`config.mk`:
```
export PLATFORM = sky130hd
export DESIGN_NAME = hazard_stall_ctrl
export DESIGN_NICKNAME = d
export VERILOG_FILES = /design/src/rtl/hazard_stall_ctrl.sv
export SDC_FILE = /design/constraint.sdc
export NUM_CORES = 1
export LEC_CHECK = 0
export ABC_AREA = 1
export CORE_ASPECT_RATIO = 0.8
export CORE_MARGIN = 4
export CORE_UTILIZATION = 45
export DETAILED_ROUTE_END_ITERATION = 8
export DONT_BUFFER_PORTS = 1
export GPL_ROUTABILITY_DRIVEN = 0
export GPL_TIMING_DRIVEN = 0
export HOLD_SLACK_MARGIN = 0.05
export PLACE_DENSITY = 0.62
export SLEW_MARGIN = 20
export SYNTH_ARGS = -nofsm -noshare
export SYNTH_HDL_FRONTEND = slang
export SYNTH_SLANG_ARGS = --single-unit
```
`constraint.sdc`:
```
create_clock -name clk_i -period 2.2 [get_ports clk_i]
set_input_delay 0.22 -clock clk_i [delete_from_list [all_inputs] [get_ports clk_i]]
set_output_delay 0.22 -clock clk_i [all_outputs]
set_load 0.03 [all_outputs]
```
`src/rtl/hazard_stall_ctrl.sv`:
```
// hazard_stall_ctrl
// -----------------------------------------------------------------------------
// ID/EX hazard controller. It detects load-use hazards between the instruction
// in ID and a load in EX, and inserts BUBBLES bubbles for each one. It registers
// the decoded control bundle into the EX stage and zeroes it for a bubble or a
// flush. It freezes the whole front end while the data memory is busy, and it
// keeps a saturating count of inserted bubble cycles.
//
// Handshake / priority (one rule for the whole block):
//   rst_i > mem_busy_i > flush_i > BUBBLE state > hazard > normal pass-through.
//   mem_busy_i holds every register. pc_write_o and ifid_write_o are the
//   "ready" signals back to the front end: the ID instruction is consumed on
//   an edge only when both are 1.
//
// Ports
//   clk_i, rst_i      clock, synchronous active-high reset
//   ctrl_i, valid_i   decoded control bundle / valid of the ID instruction
//   rs_addr_i         NUM_SRC source addresses, slot k = [k*RA_W +: RA_W]
//   rs_use_i          slot k is really read
//   ex_memread_i      instruction in EX is a load
//   ex_rd_addr_i      destination register of the instruction in EX
//   mem_busy_i        data memory not ready: freeze
//   flush_i           kill the ID instruction and cancel pending bubbles
//   clr_cnt_i         clear the bubble counter
//   ctrl_o, valid_o   registered ID/EX control bundle and valid
//   pc_write_o        PC may update this cycle (comb)
//   ifid_write_o      IF/ID may update this cycle (comb)
//   bubble_o          a bubble is inserted this cycle (comb)
//   bubble_cnt_o      saturating bubble counter
// -----------------------------------------------------------------------------
module hazard_stall_ctrl #(
  parameter int CTRL_W  = 8,
  parameter int NUM_SRC = 2,
  parameter int RA_W    = 5,
  parameter int BUBBLES = 1,
  parameter int CNT_W   = 16
) (
  input  logic                    clk_i,
  input  logic                    rst_i,
  input  logic [CTRL_W-1:0]       ctrl_i,
  input  logic                    valid_i,
  input  logic [NUM_SRC*RA_W-1:0] rs_addr_i,
  input  logic [NUM_SRC-1:0]      rs_use_i,
  input  logic                    ex_memread_i,
  input  logic [RA_W-1:0]         ex_rd_addr_i,
  input  logic                    mem_busy_i,
  input  logic                    flush_i,
  input  logic                    clr_cnt_i,
  output logic [CTRL_W-1:0]       ctrl_o,
  output logic                    valid_o,
  output logic                    pc_write_o,
  output logic                    ifid_write_o,
  output logic                    bubble_o,
  output logic [CNT_W-1:0]        bubble_cnt_o
);

  typedef enum logic {
    ST_RUN    = 1'b0,
    ST_BUBBLE = 1'b1
  } state_t;

  // Bubbles still owed after the first one, which is taken in RUN.
  localparam logic [3:0]       REMAIN_INIT = 4'(BUBBLES - 1);
  localparam logic [CNT_W-1:0] CNT_MAX     = {CNT_W{1'b1}};

  state_t            state_q;
  logic [3:0]        remain_q;
  logic [CTRL_W-1:0] ctrl_q;
  logic              valid_q;
  logic [CNT_W-1:0]  cnt_q;

  logic src_match;
  logic hazard;
  logic in_bubble;
  logic bubble;

  // Compare every used source slot against the destination of the load in EX.
  always_comb begin
    src_match = 1'b0;
    for (int k = 0; k < NUM_SRC; k++) begin
      if (rs_use_i[k] && (rs_addr_i[k*RA_W +: RA_W] == ex_rd_addr_i)) begin
        src_match = 1'b1;
      end
    end
  end

  // x0 is hard-wired to zero, so a load to it never creates a dependency.
  assign hazard    = valid_i && ex_memread_i && (ex_rd_addr_i != '0) && src_match;
  assign in_bubble = (state_q == ST_BUBBLE);

  // Freeze and flush both override bubbles. The BUBBLE state ignores hazard.
  assign bubble       = !mem_busy_i && !flush_i && (in_bubble || hazard);
  assign bubble_o     = bubble;
  assign pc_write_o   = !mem_busy_i && !bubble;
  assign ifid_write_o = !mem_busy_i && !bubble;

  always_ff @(posedge clk_i) begin
    if (rst_i) begin
      state_q  <= ST_RUN;
      remain_q <= '0;
      ctrl_q   <= '0;
      valid_q  <= 1'b0;
      cnt_q    <= '0;
    end else if (!mem_busy_i) begin
      if (flush_i) begin
        state_q  <= ST_RUN;
        remain_q <= '0;
        ctrl_q   <= '0;
        valid_q  <= 1'b0;
      end else if (in_bubble) begin
        ctrl_q   <= '0;
        valid_q  <= 1'b0;
        remain_q <= remain_q - 4'd1;
        if (remain_q == 4'd1) begin
          state_q <= ST_RUN;
        end
      end else if (hazard) begin
        ctrl_q  <= '0;
        valid_q <= 1'b0;
        if (BUBBLES > 1) begin
          state_q  <= ST_BUBBLE;
          remain_q <= REMAIN_INIT;
        end
      end else begin
        ctrl_q  <= ctrl_i;
        valid_q <= valid_i;
      end

      if (clr_cnt_i) begin
        cnt_q <= '0;
      end else if (bubble && (cnt_q != CNT_MAX)) begin
        cnt_q <= cnt_q + CNT_W'(1);
      end
    end
  end

  assign ctrl_o       = ctrl_q;
  assign valid_o      = valid_q;
  assign bubble_cnt_o = cnt_q;

endmodule

```
==> metrics, run 1 <==
vias=1831; DR iter-0 viols=about 90; Data arrival, critical path=between 2000 and 2500 ps; Synth warnings=0; vias per inst=a little under 5; Post-synth top cells=95 x nand2_1, 44 x nor2_1, 35 x inv_1; crit path max-delay cell type=dfxtp_4; Max rail drop VDD=0.399 mV; critical path type=reg2reg; adder-cell share of the synthesized area=slightly below 2%; CP required=~2400 ps; Top Ports=60; Worst Setup SP=bubble_cnt_o[0]; most frequent cell after synthesis=nand2_1; Max Cap Viol=0; Yosys top cell by area=dfxtp_1; min Tclk post-route=between 2000 and 2500 ps; Synth Cell Area=approximately 1900 um2; final setup fails=0; fmax=approximately 500 MHz; post-synthesis sequential area ratio=31.7%; Finished Cell Area=~2100 um2; Total GRT Usage=18.3%; flops & latches, synth=30; Cell Pwr Density=just over 600 nW/um2; largest net degree at the start of global routing=11; H-tree levels=2; Worst-Skew Late Latency=around 280 ps; n_diodes=0; Rel. slew slack=roughly 60%; Wirelength per Cell=12.3 um; Slew Viols, Final=0; TritonCTS clock tree=built; Initial Util=roughly half; fin nets=350; Crit path top cell by count=nor2_4; Least-Margin Pin Slew=593 ps; Pleak=just under 1 nW; root buffer cell=clkbuf_8; First-pass DRT Iterations=4; run status=finished, final reports clean; Routed Antenna Nets=0; Synth Instances=305; CP Launch Type=register; Post-Route WL=between 4000 and 5000 um; Final Cycle Share=91.7%; Simple-Gate Fraction of Synth Area=44.0%; Cell variety after synth=29; Hold Path Class=in2reg; ys async rst share=0%; Yosys top cell area share=31.7%; row cnt=20; Synth Area in XOR/XNOR=less than 1%; clock skew=around 3.8 ps; Sinks on Clock Net=30; element type at the critical path end=register; syn nets=340; Syn-to-layout area delta=11.4%; Synth Area in Compound Gates=11.0%; final global-route overflow total=0; dominant synthesized flop cell=dfxtp_1; Detail Placement HPWL=around 3300 um; Post-route DRC=0; RSZ-0062 raised after global routing=false; first-pass GRT wire length=roughly 7600 um; Post-DP Area=1960 um2; total core area=3930 um2; dominant cells by area after synthesis=dfxtp_1 32%, nand2_1 19%, nor2_1 8.7%; mux cell area share after synthesis=0%; number of global-route vias before repair=1696; Die X=between 80 and 90 um; CP peak stage delay=between 400 and 500 ps; critical-path cell list=ha_4, nand3_2, nor2_4, nand2_2, nor2_4, nand2_2, nor2_4, nand2_1, nand3_2, nand2_4, buf_6, a21oi_1, nor2_1; Longest Clk Path Bufs=2; Post-synth EDFFs=0; RR Startpoint=bubble_cnt_o[0]; CTS Buf Count=5; die area=5320 um2; Worst R2R Path Depth=13; Critical Path End=bubble_cnt_o[10]; largest family of logic cells by synthesized area=simple AND/OR/NAND/NOR gates; CTS clock-pin slew for the worst setup and hold paths=approximately 70 ps; Die Y=roughly 66 um; layout cells sized above 1=13.3%; Worst Path Max Fanout=10; reg-to-reg endpoint=bubble_cnt_o[10]; WHS Path Cells=2; syn_area_per_cell=around 6.2 um2; Final Hold Fails=0; initial antenna violation count=0; slack of the worst reg-to-reg path=180 ps; worst slack at placement=-70.3 ps; IO buf count=0; final worst setup slack=between 150 and 200 ps
-- layout make-up --
| cell class | instances | area, um2 |
|---|---|---|
| fill | 408 | 1820 |
| multi-input combinational | 228 | 1110 |
| sequential | 30 | 611 |
| inverter | 37 | 139 |
| clock buffer | 6 | 82.6 |
| tap | 55 | 68.8 |
| buffer | 10 | 58.8 |
| timing repair buffer | 3 | 25.0 |
| clock inverter | 2 | 12.5 |
-- critical path, delay by kind of cell (launching register included) --
kind | cells | cell delay (ps)
AOI/OAI and AO/OA | 1 | 120
adders and majority gates | 1 | 170
buffers and inverters | 1 | 170
DFF | 1 | 440
and+or+nand+nor | 10 | 1010
-- kinds of logic after synthesis --
group / after synthesis
xor+xnor: 2
fa+ha+maj: 3
simple gates: 184
buf+inv: 47
compound gates: 39
flops: 30
-- cells in the final DEF, fill, tap and decap left out, drive strengths merged, types with 5 or more instances in the layout --
| cell | Yosys | routed |
|---|---|---|
| a21oi | 29 | 29 |
| nand3 | 26 | 26 |
| nor2 | 49 | 49 |
| dfxtp | 30 | 30 |
| buf | 6 | 8 |
| o21ai | 5 | 5 |
| nand2 | 99 | 99 |
| clkbuf | 4 | 10 |
| inv | 35 | 35 |
-- routing by layer --
metal / global-route usage, % / vias to the layer above / part of all wire, %
met2: 29.3 / 54 / 44
met3: 7.08 / 4 / 9.1
li1: - / 986 / -
met1: 23.3 / 787 / 46
met5: 0 / - / 0
met4: 3.80 / 0 / 0.75
-- registers in the layout, summed over array words and instances (netlist names) --
signal,cells
bubble_cnt_o,16
ctrl_o,8
remain_q,4
in_bubble,1
valid_o,1
-- metrics by stage --
| step | util [%] | instances | total power, mW | hold WS (ps) | TNS, ps |
|---|---|---|---|---|---|
| final | 53.7 | 371 | 1.30 | 80.7 | 0 |
| after global routing | 53.7 | 371 | 1.38 | 68.2 | 0 |
| after CTS | 52.7 | 369 | 1.32 | 71.7 | 0 |
| after detailed placement | 50.0 | 360 | 0.842 | 301 | -872 |
| after global placement | 50.0 | 360 | 0.839 | 300 | -552 |
| after floorplan | - | 305 | 0.803 | 298 | 0 |
-- worst min path at each step --
stage,start,to,slack [ps]
after global routing,valid_i,valid_o,70
after global placement,rst_i,remain_q[0],300
after CTS,ctrl_i[6],ctrl_o[6],70
after detailed placement,rst_i,remain_q[0],300
after floorplan,rst_i,remain_q[0],300
final,ctrl_i[0],ctrl_o[0],80
-- report_power, final --
group / switching [mW] / total (mW) / internal (mW)
Combinational: 0.111 / 0.180 / 0.0690
Sequential: 0.0827 / 0.654 / 0.572
Clock: 0.215 / 0.466 / 0.251
-- repair_timing --
item / CTS / global route
setup endpoints to repair: 16 / 17
pin swaps: 0 / 1
hold buffers: 1 / 0
buffers inserted: 0 / 2
hold endpoints to repair: 1 / 0
resized for setup: 2 / 7
No activity file was read; power rests on OpenSTA's default activity.
==> run 2: changes to the inputs <==
--- a/config.mk
+++ b/config.mk
@@ -5,7 +5,7 @@
 export SDC_FILE = /design/constraint.sdc
 export NUM_CORES = 1
 export LEC_CHECK = 0
-export ABC_AREA = 1
+export ABC_AREA = 0
 export CORE_ASPECT_RATIO = 0.8
 export CORE_MARGIN = 4
 export CORE_UTILIZATION = 45
==> metrics, run 2 <==
run status=finished, final reports clean; most frequent cell after synthesis=dfxtp_1; Longest Clk Path Bufs=2; Synth Cell Area=1910 um2; Total GRT Usage=between 20% and 30%; TritonCTS clock tree=built; register area=617 um2; Hold Path Class=in2reg; vias=between 1500 and 2000; hold path endpoint=ctrl_o[0]; IO buf count=0; total core area=slightly below 4000 um2; Top Ports=60; most common cell after layout, fill and taps aside=nand2_1; min Tclk post-route=roughly 2100 ps; Post-DP Area=1980 um2; number of global-route vias before repair=between 1500 and 2000; total power=1.25 mW; Rel. slew slack=between 60% and 70%; root buffer cell=clkbuf_8; Post-synth top cells=30 x dfxtp_1, 25 x nand2_1, 24 x nor2_1; max reg flops=16; Finished Cell Area=~2200 um2; reg-to-reg endpoint=bubble_cnt_o[10]; dominant synthesized flop cell=dfxtp_1; CP required=~2400 ps; syn_area_per_cell=7.76 um2; Worst-Skew Late Latency=roughly 280 ps; first-pass GRT wire length=between 8000 and 9000 um; Cell variety after synth=46; Synth Instances=around 250; Synth warnings=0; Max Cap Viol=0; CTS clock-pin slew for the worst setup and hold paths=70 ps; Post-Route WL=5500 um; dominant cells by area after synthesis=dfxtp_1 31%, nand4_1 6.2%, a311o_1 5.2%; ys async rst share=0%; CP Launch Type=register; Die X=roughly 81 um; initial antenna violation count=0; minimum hold slack=about 110 ps; hold path start=ctrl_i[0]; Least-Margin Pin Slew=523 ps; Max rail drop VDD=between 0.3 and 0.4 mV; DR iter-0 viols=210; layout cells sized above 1=between 10% and 20%; Syn-to-layout area delta=15.1%; Die Y=roughly 66 um; flops & latches, synth=30; Yosys top cell by area=dfxtp_1; final setup fails=0; Post-route DRC=0; multi-input logic area=~1200 um2; leading cell types in the layout, fill and taps excluded=25 x nand2_1, 24 x nor2_1, 21 x dfxtp_1; n_diodes=0; critical path type=reg2reg; Wirelength per Cell=17.6 um; row cnt=20; die area=around 5400 um2; vias per inst=6.31; Detail Placement HPWL=3970 um; Post-synth EDFFs=0; Worst Path Max Fanout=6; CTS Hold Bufs=0; Sinks on Clock Net=30; # fillers=between 300 and 400; element type at the critical path end=register; WHS Path Cells=2; Core Util, Final=55.9%; CTS Buf Count=5; clock skew=5.21 ps; syn nets=between 200 and 300; Final Cycle Share=a little over nine tenths; Yosys top cell area share=between 30% and 40%; crit path max-delay cell type=dfxtp_4; Initial Util=approximately half; Crit path top cell by count=nand4_1; critical-path cell list=ha_2, nand4_1, nor3_4, buf_4, nand4_1, o2111a_1, a31o_1; Final Hold Fails=0; post-synthesis sequential area ratio=between 30% and 40%; fin nets=just under 300; First-pass DRT Iterations=5; RR Startpoint=bubble_cnt_o[0]; Cell Pwr Density=between 500 and 600 nW/um2; Pleak=between 0.6 and 0.7 nW; H-tree levels=2; Data arrival, critical path=2270 ps; final global-route overflow total=0; Slew Viols, Final=0; Routed Antenna Nets=0; fmax=~480 MHz; slack of the worst reg-to-reg path=slightly below 100 ps; largest net degree at the start of global routing=12; Worst R2R Path Depth=7; CP peak stage delay=430 ps
-- run 2: cell count changes after synthesis, moves of 12 or more --
| cell | previous run | this run |
|---|---|---|
| nand3_1 | 17 | 2 |
| nor2_1 | 44 | 24 |
| nand2_1 | 95 | 25 |
| nand4_1 | 2 | 19 |
| a31oi_1 | 1 | 13 |
| inv_1 | 35 | 17 |
| a21oi_1 | 29 | 17 |
-- run 2: area by class of cell --
type / instances / area share [%]
buffer: 15 / 2.90
clock inverter: 3 / 2.05
sequential: 30 / 28.1
inverter: 17 / 2.90
tap: 55 / 3.13
clock buffer: 5 / 3.13
multi-input combinational: 183 / 56.4
timing repair buffer: 4 / 1.37
-- run 2: kinds of logic (layout without fill, tap and decap cells) --
group	count (synthesis)	count (layout)	synth area share, %
and+or+nand+nor	97	97	25.2
AOI/OAI and AO/OA	73	73	30.0
DFF	30	30	31.5
adders and majority gates	3	3	1.97
buffers and inverters	33	44	6.82
xor gates and xnor gates	10	10	4.59
-- run 2: repair_timing --
item                                    in CTS  in global routing
pin swaps                                    1                  4
endpoints found under the setup margin      17                 17
resized for setup                            6                 15
setup buffers                                0                  4
-- run 2: report_power, final --
part | switching, mW | leakage [nW] | internal [mW]
clock | 0.229 | 0.0504 | 0.337
combinational | 0.0777 | 0.379 | 0.0418
sequential | 0.0169 | 0.248 | 0.547
-- run 2: through the flow --
step	cells	setup TNS [ps]	setup WS [ps]
floorplan	246	0	81.4
global placement	301	-4360	-316
detailed placement	301	-4980	-373
CTS	309	-173	-63.7
global route	312	-11.8	-11.8
finish	312	0	98.0
-- run 2: worst max-delay path: cells and delay by family (launching register included) --
kind	cells	cell delay, ps
AOI/OAI and AO/OA	2	420
and+or+nand+nor	3	730
adders and majority gates	1	230
DFF	1	430
buffers and inverters	1	170
-- run 2: layer usage --
layer | wire length [um] | global-route usage (%)
met5 | 0 | 0
met4 | 42 | 5.27
met3 | 537 | 6.27
met2 | 2320 | 30.1
met1 | 2600 | 30.2
-- run 2: how the worst max path moves through the flow --
stage / startpoint / to / slack (ps) / depth (start not counted)
final: bubble_cnt_o[0] / bubble_cnt_o[10] / 100 / 7
after global routing: bubble_cnt_o[0] / bubble_cnt_o[13] / -10 / 6
after CTS: bubble_cnt_o[2] / bubble_cnt_o[13] / -60 / 5
after detailed placement: bubble_cnt_o[0] / bubble_cnt_o[6] / -370 / 7
after global placement: bubble_cnt_o[0] / bubble_cnt_o[1] / -320 / 7
after floorplan: bubble_cnt_o[0] / bubble_cnt_o[11] / 80 / 6
==> run 3: changes to the inputs <==
==> constraint.sdc (replaced) <==
create_clock -name clk_i -period 2.1 [get_ports clk_i]
set_input_delay 0.21 -clock clk_i [delete_from_list [all_inputs] [get_ports clk_i]]
set_output_delay 0.21 -clock clk_i [all_outputs]
set_load 0.03 [all_outputs]
==> metrics, run 3 (synthesis results as in run 2) <==
run status=finished, final reports clean; Detail Placement HPWL=around 3900 um; TNS Setup=0 ps; CTS Hold Bufs=0; RR Startpoint=bubble_cnt_o[0]; vias per inst=between 6 and 7; layout cells sized above 1=between 10% and 20%; fmax=502 MHz; Core Util, Final=56.4%; DR iter-0 viols=around 190; Die X=slightly above 80 um; number of global-route vias before repair=between 1500 and 2000; Syn-to-layout area delta=16.1%; Wirelength per Cell=~18 um; final setup fails=0; Least-Margin Pin Slew=about 550 ps; Worst Path Max Fanout=6; Data arrival, critical path=~2200 ps; total power=~1.2 mW; First-pass DRT Iterations=4; most common cell after layout, fill and taps aside=nand2_1; Rel. slew slack=a little over three fifths; critical-path cell list=ha_4, nand4_1, nor3_4, buf_4, a21oi_2, a311o_1, a31oi_1; Sinks on Clock Net=30; minimum hold slack=between 100 and 150 ps; Routed Antenna Nets=0; leading cell types in the layout, fill and taps excluded=25 x nand2_1, 24 x nor2_1, 19 x nand4_1; root buffer cell=clkbuf_8; # fillers=around 380; clock skew=6.24 ps; reg-to-reg endpoint=bubble_cnt_o[14]; Critical Path End=bubble_cnt_o[14]; total core area=slightly below 4000 um2; min Tclk post-route=between 1500 and 2000 ps; Max rail drop VDD=~0.45 mV; Initial Util=48.6%; row cnt=20; crit path max-delay cell type=dfxtp_4; slack of the worst reg-to-reg path=about 110 ps; CTS Buf Count=5; Top Ports=60; die area=5350 um2; Worst R2R Path Depth=7; largest net degree at the start of global routing=11; Final Hold Fails=0; element type at the critical path end=register; Longest Clk Path Bufs=2; initial antenna violation count=0; Die Y=66.2 um; Post-route DRC=0; Final Cycle Share=between 90 and 100%; Worst Setup SP=bubble_cnt_o[0]; H-tree levels=2; CP Launch Type=register; final global-route overflow total=0; TritonCTS clock tree=built; CP required=between 2000 and 2500 ps; CTS clock-pin slew for the worst setup and hold paths=about 70 ps; Total GRT Usage=between 20% and 30%; Pleak=0.698 nW; Slew Viols, Final=0; vias=1970; Hold Path Class=in2reg; CP peak stage delay=approximately 440 ps; fin nets=a little under 300; Post-Route WL=about 5600 um; Cell Pwr Density=541 nW/um2; n_diodes=0; max reg flops=16; Max Cap Viol=0; first-pass GRT wire length=~9000 um; critical path type=reg2reg; IO buf count=0; Worst-Skew Late Latency=280 ps
[run 3: cell count changes in the layout (fill, tap and decap cells not counted), sizes merged]
cell,previous run,this run
bufinv,1,0
clkinvlp,2,0
clkbuf,16,17
clkinv,0,1
a21oi,18,19
[run 3: layout make-up]
type                    count  area, um2  area share (%)
clock buffers               7       86.3            3.90
multi-input cells         184       1280            57.8
repair buffers              4       30.0            1.36
inverters                  17       63.8            2.88
clock inverters             1       5.00           0.226
well taps                  55       68.8            3.11
plain buffers              14       60.1            2.71
flip-flops and latches     30        621            28.0
[run 3: repair_timing]
action	CTS	global route
resized for setup	15	13
cloned	0	1
endpoints found under the hold margin	0	0
setup endpoints to repair	17	17
pin swaps	3	4
setup buffers	2	2
[run 3: routing by layer]
layer / wire [um] / up-vias / GRT usage [%] / part of all wire [%]
met1: 2600 / 921 / 30.7 / 46
met2: 2490 / 83 / 31.8 / 44
met4: 46 / 0 / 5.06 / 0.82
met5: 0 / - / 0 / 0
met3: 499 / 7 / 6.95 / 8.9
li1: - / 959 / - / -
[run 3: critical path, delay by kind of cell (launching register included)]
family          cells  cell delay (ps)
simple gates        2              500
flops               1              440
compound gates      3              610
buf+inv             1              180
fa+ha+maj           1              180
[run 3: worst min path at each step]
stage	cells after the start	endpoint	slack [ps]	startpoint
finish	2	ctrl_o[1]	100	ctrl_i[1]
global route	2	ctrl_o[1]	100	ctrl_i[1]
CTS	2	ctrl_o[1]	100	ctrl_i[1]
detailed placement	2	ctrl_o[6]	400	ctrl_i[6]
global placement	2	ctrl_o[6]	390	ctrl_i[6]
floorplan	2	ctrl_o[1]	390	ctrl_i[1]
[run 3: where the power goes]
part	leakage, nW	internal, mW	switching [mW]	total, mW
clock network	0.0482	0.264	0.220	0.484
registers	0.249	0.573	0.0176	0.591
logic	0.400	0.0429	0.0819	0.125
total	0.698	0.880	0.319	1.20
[run 3: stage by stage]
step                setup slack (ps)  instances  instance area, um2
floorplan                       31.1        246                1920
global placement                -231        301                1990
detailed placement              -223        301                1990
CTS                             19.8        310                2140
global route                   -17.9        312                2220
finish                           108        312                2220
